--- config.mk ---
export PLATFORM = sky130hd
export DESIGN_NAME = dvs_event_packer
export DESIGN_NICKNAME = d
export VERILOG_FILES = /design/src/rtl/dvs_event_packer.sv
export SDC_FILE = /design/constraint.sdc
export NUM_CORES = 1
export LEC_CHECK = 0
export BUFFER_PORTS_ARGS = -buffer_cell sky130_fd_sc_hd__buf_2
export CAP_MARGIN = 10
export CORE_UTILIZATION = 56
export DETAILED_ROUTE_END_ITERATION = 8
export PLACE_DENSITY = 0.85
export SETUP_SLACK_MARGIN = 0.3
export SLEW_MARGIN = 10
export SYNTH_ARGS = -nofsm -noshare
export SYNTH_HDL_FRONTEND = slang
export SYNTH_SLANG_ARGS = --single-unit
--- constraint.sdc ---
create_clock -name clk -period 11.4 [get_ports clk]
set_clock_uncertainty 0.1 [all_clocks]
set_input_delay 1.71 -clock clk [delete_from_list [all_inputs] [get_ports clk]]
set_output_delay 1.71 -clock clk [all_outputs]
set_load 0.03 [all_outputs]
--- src/rtl/dvs_event_packer.sv ---
// dvs_event_packer: buffers single-cycle DVS events in a small FIFO and
// streams each one as a header word followed by a timestamp word.
// Optional build macro: DVS_PACKER_TS_DELTA_EN makes the timestamp word carry
// the difference to the previously emitted event instead of the absolute time.
//
// state  | meaning
// -------+------------------------------------------------------------
// S_IDLE | output register empty; pop the next event when one is stored
// S_HDR  | presenting the header word (valid, not last)
// S_TS   | presenting the timestamp word (valid, last)
module dvs_event_packer #(
  parameter int X_BITS     = 9,
  parameter int Y_BITS     = 9,
  parameter int TS_BITS    = 32,
  parameter int FIFO_DEPTH = 16
) (
  input  logic                          clk,
  input  logic                          rst,
  input  logic [X_BITS-1:0]             event_x,
  input  logic [Y_BITS-1:0]             event_y,
  input  logic [TS_BITS-1:0]            event_timestamp,
  input  logic                          event_polarity,
  input  logic                          new_event,
  output logic [31:0]                   out_data,
  output logic                          out_valid,
  output logic                          out_last,
  input  logic                          out_ready,
  output logic [$clog2(FIFO_DEPTH):0]   fifo_level,
  output logic                          overflow,
  output logic [15:0]                   drop_count
);

  localparam int AW = $clog2(FIFO_DEPTH);
  localparam int LW = AW + 1;
  localparam int EW = 1 + Y_BITS + X_BITS + TS_BITS;
  localparam logic [LW-1:0] FULL_LEVEL = LW'(FIFO_DEPTH);

  typedef enum logic [1:0] {S_IDLE, S_HDR, S_TS} state_t;

  state_t              state, state_nx;
  logic [EW-1:0]       mem [FIFO_DEPTH];
  logic [AW-1:0]       wr_ptr, rd_ptr;
  logic [EW-1:0]       out_entry;
  logic                fifo_empty, fifo_full;
  logic                pop, push_ok, drop;
  logic [TS_BITS-1:0]  cur_ts;
  logic [X_BITS-1:0]   cur_x;
  logic [Y_BITS-1:0]   cur_y;
  logic                cur_pol;
  logic [31:0]         hdr_word, ts_word;

  assign fifo_empty = (fifo_level == '0);
  assign fifo_full  = (fifo_level == FULL_LEVEL);
  // A full FIFO still takes the event when the output side frees a slot this cycle.
  assign push_ok    = new_event && (!fifo_full || pop);
  assign drop       = new_event && !push_ok;

  assign cur_ts  = out_entry[TS_BITS-1:0];
  assign cur_x   = out_entry[TS_BITS +: X_BITS];
  assign cur_y   = out_entry[TS_BITS+X_BITS +: Y_BITS];
  assign cur_pol = out_entry[EW-1];

  assign hdr_word = {1'b1, 6'b0, cur_pol, 12'(cur_y), 12'(cur_x)};

`ifdef DVS_PACKER_TS_DELTA_EN
  logic [TS_BITS-1:0] ts_base;
  logic [TS_BITS-1:0] ts_delta;

  assign ts_delta = cur_ts - ts_base;
  assign ts_word  = 32'(ts_delta);

  // Base follows the last event whose timestamp word was accepted downstream.
  always_ff @(posedge clk or posedge rst) begin
    if (rst)
      ts_base <= '0;
    else if (state == S_TS && out_ready)
      ts_base <= cur_ts;
  end
`else
  assign ts_word = 32'(cur_ts);
`endif

  // FSM state register.
  always_ff @(posedge clk or posedge rst) begin
    if (rst)
      state <= S_IDLE;
    else
      state <= state_nx;
  end

  // Next state, pop request and stream outputs.
  always_comb begin
    state_nx  = state;
    pop       = 1'b0;
    out_valid = 1'b0;
    out_last  = 1'b0;
    out_data  = '0;
    case (state)
      S_IDLE: begin
        if (!fifo_empty) begin
          pop      = 1'b1;
          state_nx = S_HDR;
        end
      end
      S_HDR: begin
        out_valid = 1'b1;
        out_data  = hdr_word;
        if (out_ready)
          state_nx = S_TS;
      end
      S_TS: begin
        out_valid = 1'b1;
        out_last  = 1'b1;
        out_data  = ts_word;
        if (out_ready) begin
          if (!fifo_empty) begin
            pop      = 1'b1;
            state_nx = S_HDR;
          end else begin
            state_nx = S_IDLE;
          end
        end
      end
      default: state_nx = S_IDLE;
    endcase
  end

  // FIFO storage; contents need no reset since the pointers define validity.
  always_ff @(posedge clk) begin
    if (push_ok)
      mem[wr_ptr] <= {event_polarity, event_y, event_x, event_timestamp};
  end

  // FIFO pointers and occupancy.
  always_ff @(posedge clk or posedge rst) begin
    if (rst) begin
      wr_ptr     <= '0;
      rd_ptr     <= '0;
      fifo_level <= '0;
    end else begin
      if (push_ok)
        wr_ptr <= wr_ptr + 1'b1;
      if (pop)
        rd_ptr <= rd_ptr + 1'b1;
      case ({push_ok, pop})
        2'b10:   fifo_level <= fifo_level + 1'b1;
        2'b01:   fifo_level <= fifo_level - 1'b1;
        default: fifo_level <= fifo_level;
      endcase
    end
  end

  // Output register holds the event being serialised.
  always_ff @(posedge clk or posedge rst) begin
    if (rst)
      out_entry <= '0;
    else if (pop)
      out_entry <= mem[rd_ptr];
  end

  // Sticky overflow flag and saturating drop counter.
  always_ff @(posedge clk or posedge rst) begin
    if (rst) begin
      overflow   <= 1'b0;
      drop_count <= '0;
    end else if (drop) begin
      overflow <= 1'b1;
      if (drop_count != 16'hFFFF)
        drop_count <= drop_count + 16'd1;
    end
  end

endmodule

==> results.sh <==
export IMPL_h_tree_depth=3
export IMPL_grt_use_total_pct=28.43
export IMPL_synth_edf_count=816
export IMPL_worstPathMaxFanout=37
export IMPL_tightestPinTransition_ps=1305
export IMPL_hp_class="flop to flop"
export IMPL_power_density_nw_per_um2=264.6
export IMPL_grt_start_max_net_pins=68
export IMPL_setup_tns_ps=0
export IMPL_num_rows=90
export IMPL_antenna_found_initial=7
export IMPL_wire_per_inst_um=33.30
export IMPL_timing_slew_headroom_pct=10.74
export IMPL_die_x_um=250.8
export IMPL_ant_nets=0
export IMPL_cts_root_buf="clkbuf_16"
export IMPL_synthArstFlopShare_pct=9.232
export IMPL_final_cells=2619
export IMPL_ys_flop_type="edfxtp_1"
export IMPL_rsz0062_at_grt="false"
export IMPL_clk_pin_slew_ps=60
export IMPL_core_area_um2=60700
export IMPL_path_class="flop to flop"
export IMPL_grt_pass1_wl_um=127400
export IMPL_vias_per_cell=6.819
export IMPL_max_freq_mhz=195.2
export IMPL_clk_path_buf_depth=3
export IMPL_num_vias=17860
export IMPL_min_period_ps=5122
export IMPL_setup_viol=0
export IMPL_peakVddDrop_v=0.0001850
export IMPL_fill_cells=3536
export IMPL_cts_tree="done"
export IMPL_ctsHoldBuffers=0
export IMPL_area_growth_pct=13.10
export IMPL_multi_input_area_um2=7767
export IMPL_power_leakage_nw=13.07
export IMPL_yosysTopAreaCell="edfxtp_1"
export IMPL_cts_made_buffers=86
export IMPL_grt_ovfl_total=0
export IMPL_ys_warn_count=0
export IMPL_first_pass_iters=5
export IMPL_finalWirelength_um=87230
export IMPL_cp_end_kind="flop"
export IMPL_finalNetCount=1827
export IMPL_finalCritPeriodShare_pct=44.93
export IMPL_syn_inst=1608
export IMPL_drt_iter0_markers=2728
export IMPL_netlist_area_um2=34650
export IMPL_dp_hpwl_um=46550
export IMPL_clk_latency_ps=650
export IMPL_dpl_cell_count=2452
export IMPL_place_port_buffers=110
export IMPL_ys_types=47
export IMPL_hold_viol=0
export IMPL_cts_setup_buffers=0
export IMPL_final_util_pct=64.57
export IMPL_grt_pass1_vias=18270
export IMPL_crit_required_ps=11580
export IMPL_synth_top_area_share_pct=70.71
export IMPL_crit_arrival_ps=5300
export IMPL_cap_violations=0
export IMPL_synth_seq_area_share_pct=76.70
export IMPL_syn_nets=1677
export IMPL_synth_avg_cell_area_um2=21.55
export IMPL_drive_above_1_share_pct=29.04
export IMPL_yosys_top_cells_area="edfxtp_1 71%, mux4_2 13%, dfrtp_1 6.0%"
export IMPL_synth_seq_cells=899
export IMPL_ios=111
export IMPL_die_height_um=250.8
export IMPL_seq_area_um2=26590
export IMPL_drv_slew=0
export IMPL_start_util_pct=57.09
export IMPL_die_area_um2=62880
export IMPL_start_kind="flop"
export IMPL_status="finished, final reports clean"
export IMPL_cts_repair_resized=0
export IMPL_cts_sinks=899
export IMPL_gp_congestion=0.8258
export IMPL_route_detailed_drc=0
## per-layer routing
layer	up-vias	wire [um]	global-route usage, %
met3	214	11680	6.948
met1	9155	31480	40.24
met4	4	2867	10.20
met2	1493	41170	43.69
met5	-	26	0
li1	6993	-	-
## registers in the layout, indices dropped and copies added (netlist names)
signal      cells
drop_count     16
fifo_level      5
mem           816
out_entry      51
overflow        1
rd_ptr          4
state           2
wr_ptr          4
## path summary, 6_finish.rpt
kind,startpoint,endpoint,slack [ps],depth (start not counted)
worst min register to register,out_entry[10],out_entry[10],380,2
worst min-delay path,out_entry[10],out_entry[10],380,2
min in group asynchronous,rst,drop_count[9],880,2
worst max register to register,state[0],mem[13][47],6280,7
worst max-delay path,state[0],mem[13][47],6280,7
max in group asynchronous,rst,rd_ptr[3],8880,3
## power by group
group	internal [mW]	leakage, nW	switching [mW]
sequential	4.04	8.39	0.328
clock	1.74	1.44	1.26
combinational	1.22	3.23	1.79
total	6.99	13.1	3.38
## logic make-up after synthesis
| family | synth area share, % |
|---|---|
| mux | 16.03 |
| flops | 76.70 |
| compound gates | 2.387 |
| fa+ha+maj | 0.5272 |
| buf+inv | 1.220 |
| xor+xnor | 0.5813 |
| simple gates | 2.545 |
## through the flow
| stage | power, mW | worst slack [ps] | cell area [um^2] | hold slack [ps] |
|---|---|---|---|---|
| 4_1_cts | 10.36 | 6329 | 39180 | 386.7 |
| 3_3_place_gp | 7.164 | 6418 | 36220 | 362.4 |
| 5_1_grt | 10.67 | 6071 | 39190 | 411.3 |
| 3_5_place_dp | 7.286 | 6171 | 36220 | 370.3 |
| 6_report | 10.37 | 6278 | 39190 | 381.8 |
| 2_1_floorplan | 6.331 | 4741 | 34650 | 347.6 |
## Yosys cell counts (4+ instances only)
library cell and instances:
a2111oi_0 13, a21o_1 4, a21oi_1 4, a22oi_1 19, and2_1 14, and3_1 5
buf_1 8, buf_2 41, clkbuf_1 37, dfrtp_1 83, edfxtp_1 816, ha_1 13
inv_1 11, mux2_2 15, mux2i_1 77, mux4_2 204, nand2_1 58, nand2b_1 4
nand4_1 9, nor2_1 33, nor2b_1 34, nor3_1 6, o221ai_1 38, o22ai_1 13
xnor2_1 13, xor2_1 10
## cells in the final DEF, fill, tap and decap left out, types with 12 or more instances in the layout
cell type,instances
bufinv_16,13
buf_4,39
nor2_1,21
o22ai_1,13
nand2_1,57
and2_1,14
buf_2,110
nor2b_1,34
clkinv_2,12
clkinv_1,16
edfxtp_1,816
mux4_2,204
xnor2_1,13
a2111oi_0,13
o221ai_1,38
mux2_2,15
ha_1,12
clkbuf_1,14
nor2_4,12
a22oi_1,19
mux2i_1,77
clkbuf_16,86
dfrtp_1,80
## cell type report
cell class                      instances  share of cell area [%]
Sequential cell                       899                   67.85
Multi-Input combinational cell        611                   19.82
Clock buffer                          106                   5.836
Tap cell                              782                   2.496
Timing Repair Buffer                  149                   2.152
Clock inverter                         56                   1.708
Inverter                               11                  0.1117
Antenna cell                            5                 0.03192
## worst max-delay path, stage by stage, from the launching register on
cell	delay, ps
dfrtp_1	430
inv_1	100
ha_2	800
a21oi_1	370
a31oi_1	950
nand2_1	530
nor2_4	890
buf_4	550
Note: power is estimated with default switching activity, not from simulation.
